[config.mk]
export PLATFORM = sky130hd
export DESIGN_NAME = ahb_bus_arbiter
export DESIGN_NICKNAME = d
export VERILOG_FILES = /design/src/rtl/ahb_bus_arbiter.sv
export SDC_FILE = /design/constraint.sdc
export NUM_CORES = 1
export LEC_CHECK = 0
export CORE_ASPECT_RATIO = 1.2
export CORE_MARGIN = 4
export CORE_UTILIZATION = 49
export CTS_CLUSTER_SIZE = 40
export DETAILED_ROUTE_END_ITERATION = 12
export PLACE_DENSITY = 0.87
export SETUP_SLACK_MARGIN = 0.02
export SYNTH_ARGS = -nofsm -noshare
export SYNTH_HDL_FRONTEND = slang
export SYNTH_SLANG_ARGS = --single-unit
[constraint.sdc]
create_clock -name clk -period 2.12 [get_ports clk]
set_input_delay 0.318 -clock clk [delete_from_list [all_inputs] [get_ports clk]]
set_output_delay 0.318 -clock clk [all_outputs]
set_load 0.02 [all_outputs]
[src/rtl/ahb_bus_arbiter.sv]
// AHB bus arbiter: one-hot HGRANT plus HMASTER/HMASTLOCK, all state stepped only on HREADY=1 edges.
// Optional macro ARB_ROUND_ROBIN_EN selects round-robin; the default build uses fixed priority (lowest index >= 1).
module ahb_bus_arbiter #(
    parameter int NUM_MASTERS    = 4,
    parameter int DEFAULT_MASTER = 0,
    parameter int MAX_HOLD       = 16
) (
    input  logic                           clk,
    input  logic                           rst,
    input  logic [NUM_MASTERS-1:0]         HBUSREQ,
    input  logic [NUM_MASTERS-1:0]         HLOCK,
    input  logic [1:0]                     HTRANS,
    input  logic                           HREADY,
    output logic [NUM_MASTERS-1:0]         HGRANT,
    output logic [$clog2(NUM_MASTERS)-1:0] HMASTER,
    output logic                           HMASTLOCK
);
    localparam int MW = $clog2(NUM_MASTERS);
    localparam int CW = $clog2(MAX_HOLD + 1);
    localparam logic [MW-1:0] DEF = MW'(DEFAULT_MASTER);
    localparam logic [1:0] TR_BUSY = 2'b01;
    localparam logic [1:0] TR_SEQ  = 2'b11;

    typedef enum logic [1:0] {
        ST_DEFAULT = 2'd0,
        ST_OWNED   = 2'd1,
        ST_LOCKED  = 2'd2
    } state_t;

    state_t                  state_q, state_d;
    logic [MW-1:0]           grant_q, grant_d;
    logic [NUM_MASTERS-1:0]  hgrant_q, hgrant_d;
    logic [CW-1:0]           hold_q, hold_d;
    logic [MW-1:0]           hmaster_q;
    logic                    hmastlock_q;

    logic [NUM_MASTERS-1:0]  cand, others;
    logic                    hold_max, owner_req, owner_lock, burst, found;
    logic [MW-1:0]           win;

`ifdef ARB_ROUND_ROBIN_EN
    logic [MW-1:0]           ptr_q, ptr_d;
`endif

    always_comb begin
        cand       = HBUSREQ;
        cand[0]    = 1'b0;
        others     = cand;
        others[grant_q] = 1'b0;
        hold_max   = (hold_q == CW'(MAX_HOLD));
        owner_req  = HBUSREQ[grant_q];
        owner_lock = HLOCK[grant_q];
        burst      = (HTRANS == TR_SEQ) || (HTRANS == TR_BUSY);
        found      = 1'b0;
        win        = DEF;
        grant_d    = grant_q;
        state_d    = state_q;
        hold_d     = hold_q;
        hgrant_d   = '0;

        // A hold-counter expiry hands the bus away from the owner when anyone else wants it.
        if (hold_max && (|others)) begin
            cand = others;
        end

`ifdef ARB_ROUND_ROBIN_EN
        for (int i = 1; i <= NUM_MASTERS; i++) begin
            int j;
            j = (int'(ptr_q) + i) % NUM_MASTERS;
            if (!found && cand[MW'(j)]) begin
                found = 1'b1;
                win   = MW'(j);
            end
        end
`else
        for (int i = NUM_MASTERS - 1; i >= 1; i--) begin
            if (cand[MW'(i)]) begin
                found = 1'b1;
                win   = MW'(i);
            end
        end
`endif

        if ((grant_q != DEF) && owner_req && owner_lock) begin
            state_d = ST_LOCKED;
        end else begin
            if (!burst && (!owner_req || (grant_q == DEF) || hold_max)) begin
                grant_d = found ? win : DEF;
            end
            state_d = (grant_d == DEF) ? ST_DEFAULT : ST_OWNED;
        end

        if ((grant_d != grant_q) || (state_q != ST_OWNED)) begin
            hold_d = '0;
        end else if ((|others) && !hold_max) begin
            hold_d = hold_q + CW'(1);
        end

        hgrant_d[grant_d] = 1'b1;

`ifdef ARB_ROUND_ROBIN_EN
        ptr_d = ((grant_d != grant_q) && (grant_d != DEF)) ? grant_d : ptr_q;
`endif
    end

    always_ff @(posedge clk or negedge rst) begin
        if (!rst) begin
            state_q     <= ST_DEFAULT;
            grant_q     <= DEF;
            hgrant_q    <= NUM_MASTERS'(1) << DEFAULT_MASTER;
            hold_q      <= '0;
            hmaster_q   <= DEF;
            hmastlock_q <= 1'b0;
        end else if (HREADY) begin
            state_q     <= state_d;
            grant_q     <= grant_d;
            hgrant_q    <= hgrant_d;
            hold_q      <= hold_d;
            hmaster_q   <= grant_q;
            hmastlock_q <= (state_q == ST_LOCKED);
        end
    end

`ifdef ARB_ROUND_ROBIN_EN
    always_ff @(posedge clk or negedge rst) begin
        if (!rst) begin
            ptr_q <= DEF;
        end else if (HREADY) begin
            ptr_q <= ptr_d;
        end
    end
`endif

    assign HGRANT    = hgrant_q;
    assign HMASTER   = hmaster_q;
    assign HMASTLOCK = hmastlock_q;
endmodule
==> Yosys cells after proc, flatten, opt, wreduce, memory -nomap -nowiden <==
Cells that the tools add are included.
{ "word_totals": {"ff_bits": 16, "output_inout_bits": 7, "word_cells": 58} }
{ "classes": {"n_addsub": 1, "magnitude_cmp": 4, "eq_ne": 6, "n_mux": 19, "bitwise_logic": 2, "n_reduce_logical": 20} }
{ "op_table": {"columns": ["op", "n"], "rows": [
  ["$mux W2", 7],
  ["$mux W5", 2],
  ["$logic_and A1 B1 Y1", 7],
  ["$lt A2 B3 Y1 const B", 2],
  ["$mux W1", 6],
  ["$add A5 B1 Y5 const B", 1],
  ["$eq A5 B5 Y1 const B", 1],
  ["$and A4 B4 Y4", 1],
  ["$bmux W1 S2", 2],
  ["$demux W1 S2", 2],
  ["$eq A2 B2 Y1 const B", 2],
  ["$ge A2 B1 Y1 const B", 2],
  ["$logic_not A2 Y1", 2],
  ["$logic_or A1 B1 Y1", 4],
  ["$not A4 Y4", 1],
  ["$reduce_bool A2 Y1", 2],
  ["$reduce_or A4 Y1", 1],
  ["$logic_not A1 Y1", 3],
  ["$eq A2 B1 Y1 const B", 1],
  ["$ne A2 B1 Y1 const B", 1],
  ["$ne A2 B2 Y1", 1],
  ["$reduce_and A2 Y1", 1]
]} }

==> Longest topological paths before layout <==
{ "depth": {"depth_word": 18, "mapped_depth": 7} }

==> Worst setup path after synthesis <==
OpenSTA, ideal clock, no wires.
{ "synth_timing": {"path_type": "register to register", "from": "reg grant_q[1]", "to": "reg hold_q[3]", "setup_ns": 0.124, "t_arrival_ns": 1.618, "required_ns": 1.996, "path_slack_ns": 0.379, "path_stages_with_launch": 7, "path_buffers": 1, "synth_period_minus_slack_ns": 1.741, "path_cell_list": "dfrtp_1 > buf_4 > and3b_4 > a2111oi_4 > a211oi_4 > a21boi_1 > a211o_1"} }
{ "synth_between": {"elab_chain_cells": 13, "elab_cells_between_ends": 29} }
{ "synth_lines": {"columns": ["item", "line_no", "rtl"], "rows": [
  ["start: declaration", "31", "logic [MW-1:0] grant_q, grant_d;"],
  ["start signal: assignment", "116", "grant_q <= grant_d;"],
  ["$bmux W1 S2", "51", "owner_req = HBUSREQ[grant_q];"],
  ["$mux W1 (implied by the code)", "51", null],
  ["$logic_not A1 Y1", "87", "if (!burst && (!owner_req || (grant_q == DEF) || hold_max)) begin"],
  ["$logic_or A1 B1 Y1 (2 in series)", "87", null],
  ["$logic_and A1 B1 Y1", "87", null],
  ["$mux W2", "87", null],
  ["$mux W2 (2 in series)", "84", "if ((grant_q != DEF) && owner_req && owner_lock) begin"],
  ["$ne A2 B2 Y1", "93", "if ((grant_d != grant_q) || (state_q != ST_OWNED)) begin"],
  ["$logic_or A1 B1 Y1", "93", null],
  ["$reduce_bool A2 Y1 (no line)", null, null],
  ["$reduce_and A2 Y1 (no line)", null, null],
  ["end signal: assignment", "118", "hold_q <= hold_d;"],
  ["end: declaration", "33", "logic [CW-1:0] hold_q, hold_d;"]
]} }
Parallel ways exist; a longest one is shown, timed or not. The select of a mux whose other input is x is not followed.
A chain may end at the register's enable or synchronous reset.

==> Worst setup path after layout <==
Same ends and word-level chain as after synthesis.

==> results.sh <==
export IMPL_antenna_cells=0
export IMPL_cts_resized=0
export IMPL_nets=129
export IMPL_ff2ff_setup_slack_ns=0.16
export IMPL_timing_rr_end="hold_q[3]"
export IMPL_worstSetupStartpointType="register"
export IMPL_htree_levels=1
export IMPL_cts_sinks=16
export IMPL_fin_cells=132
export IMPL_synth_most_common_cell="dfrtp_1"
export IMPL_setup_slack_ns=0.1641
export IMPL_top_usage_layer="met2"
export IMPL_synthCells=90
export IMPL_yosysTopAreaCell="dfrtp_1"
export IMPL_p_per_area_nw_per_um2=622.1
export IMPL_min_path_type="input port to asynchronous set/reset pin"
export IMPL_antenna_found_initial=0
export IMPL_avgSynthCellArea_um2=10.69
export IMPL_path_max_fanout=5
export IMPL_worst_endpoint_required_ns=2.31
export IMPL_path_buf_inv=0
export IMPL_grtUsageMet2_pct=25.75
export IMPL_crit_start="grant_q[1]"
export IMPL_cts_setup_buffers=0
export IMPL_finalSetupViolations=0
export IMPL_max_cap_violations=0
export IMPL_cp_arrival_ns=2.14
export IMPL_seqCellArea_um2=401.6
export IMPL_peakVddDrop_v=0.0004995
export IMPL_drt_total_wl_um=2129
export IMPL_drv_slew=0
export IMPL_synth_edf_count=0
export IMPL_synthTopCellsByCount="dfrtp_1 (15), inv_1 (7), nor2_1 (7)"
export IMPL_r2r_start="grant_q[1]"
export IMPL_cts_buffers=3
export IMPL_crit_family="compound AO/OA/AOI/OAI gates"
export IMPL_path_cells="mux2_2 -> a221oi_4 -> a211oi_4 -> a21boi_1 -> a211o_1"
export IMPL_cp_depth=5
export IMPL_rows=17
export IMPL_core_um2=1851
export IMPL_synth_cell_types=39
export IMPL_dp_hpwl_um=1597
export IMPL_place_congestion=0.7627
export IMPL_yosysTopAreaCellShare_pct=39.01
export IMPL_synth_seq_cells=16
export IMPL_layout_drive_gt1_share_pct=23.01
export IMPL_slew_limit_headroom_pct=52.73
export IMPL_grt_usage_pct=16.34
export IMPL_synth_area_leaders="dfrtp_1 (39%), mux2_2 (5.9%), a2111oi_4 (2.9%), a221oi_4 (2.7%), dfstp_2 (2.7%)"
export IMPL_critical_path_class="register to register"
export IMPL_fin_hold_ws_ns=0.4318
export IMPL_hold_violations=0
export IMPL_root_buffer="clkbuf_4"
export IMPL_fp_dieW_um=48.45
export IMPL_cp_endpoint="hold_q[3]"
export IMPL_die_y_um=56.54
export IMPL_viasPerCell=6.038
export IMPL_dieArea_um2=2739
export IMPL_avgRoutedWirePerCell_um=16.13
export IMPL_cts_tree="done"
export IMPL_portBuffers=17
export IMPL_max_freq_mhz=511.3
export IMPL_synthesis_nets=105
export IMPL_slowest_delay_ns=0.48
export IMPL_synthArstFlopShare_pct=100.0
export IMPL_hold_buffers=0
export IMPL_fin_crit_sh_pct=92.26
export IMPL_grt_max_degree=17
export IMPL_rsz0062_at_grt="false"
export IMPL_grt_use_met3_pct=3.448
export IMPL_grt_pass1_vias=835
export IMPL_grt_met1_usage_pct=21.27
export IMPL_pin_count=20
export IMPL_preCtsSetupSlack_ns=-0.03811
export IMPL_clock_skew_ns=0.005361
export IMPL_period_minus_slack_ns=1.956
export IMPL_syn_area_um2=962.2
export IMPL_cp_end_kind="register"
export IMPL_leakagePower_uw=0.0004905
export IMPL_vias=797
export IMPL_worst_slew_pin_transition_ns=0.7068
export IMPL_yosys_warnings=0
export IMPL_synth_yosys_seq_area_share_pct=41.74
export IMPL_clock_latency_ns=0.30
export IMPL_drtIter0Drc=12
export IMPL_synth_ff_type="dfrtp_1"
export IMPL_status="finished clean"
export IMPL_drc=0
export IMPL_firstDrtPassIters=4
export IMPL_fillers=146
export IMPL_multi_input_area_um2=511.7
export IMPL_overflow=0
export IMPL_initial_core_util_pct=51.99
export IMPL_clk_pin_slew_worst_paths_ns=0.10
export IMPL_ant_nets=0
export IMPL_clk_path_buf_depth=2
export IMPL_cpMaxStageDelayCell="dfrtp_1"
export IMPL_reg2reg_depth=5
export IMPL_grt_pass1_wl_um=3684
export IMPL_place_inst=128
export IMPL_area_growth_syn_to_layout_pct=25.88
flip-flops by register name, indices dropped and copies added (netlist names):
register / flops
hold_q: 5
HGRANT: 4
HMASTER: 2
grant_q: 2
state_q: 2
HMASTLOCK: 1
where the power goes:
group	internal (µW)	switching (µW)	total [µW]
sequential	339	37.9	377
combinational	80.2	83.5	164
clock	105	107	212
layer usage:
layer	vias to the layer above	share of wire, %
met1	392	43
li1	374	-
met5	-	0
met3	5	7.0
met4	0	1.7
met2	26	49
per-stage QoR:
| stage | setup TNS, ns | total power (µW) | cell area (µm²) | utilization, % |
|---|---|---|---|---|
| after floorplan | 0 | 471.6 | 962.2 | - |
| final | 0 | 753.5 | 1211 | 65.45 |
| after detailed placement | -0.05830 | 544.5 | 1175 | 63.49 |
| after global placement | 0 | 527.5 | 1175 | 63.49 |
| after CTS | 0 | 744.9 | 1211 | 65.45 |
| after global routing | 0 | 786.3 | 1211 | 65.45 |
worst min-delay path by stage:
stage | start | to | slack [ns]
after floorplan | rst | HGRANT[1] | 0.02
final | rst | grant_q[1] | 0.43
after detailed placement | HGRANT[2] | HGRANT[2] | 0.48
after global placement | HGRANT[0] | HGRANT[0] | 0.47
after CTS | rst | grant_q[1] | 0.47
after global routing | rst | grant_q[1] | 0.49
placed cells by master (no fill, tap or decap), drive strengths merged, types with 3 or more instances in the layout:
| cell | count |
|---|---|
| o211ai | 3 |
| mux2 | 6 |
| dfrtp | 15 |
| o21ai | 4 |
| nand2 | 4 |
| clkbuf | 4 |
| nand3 | 5 |
| buf | 5 |
| and2b | 3 |
| nor2 | 7 |
| a21oi | 4 |
| inv | 7 |
| clkdlybuf4s50 | 17 |
area by class of cell:
class                      count  area share, %
clock buffer                   4          2.996
inverter                       8          2.479
multi-input combinational     63          42.25
sequential                    16          33.16
tap                           19          1.963
timing repair buffer          22          17.15
cells by family (layout without fill, tap and decap cells):
family	after synthesis	count (layout)	share of synthesized area (%)
adder cells (fa/ha/maj)	2	2	2.600
multiplexers	8	8	9.492
AND/OR/NAND/NOR	29	29	17.82
AO/OA/AOI/OAI	24	24	23.28
buffers and inverters	11	34	5.072
flip-flops	16	16	41.74
Note: power is estimated with default switching activity, not from simulation.
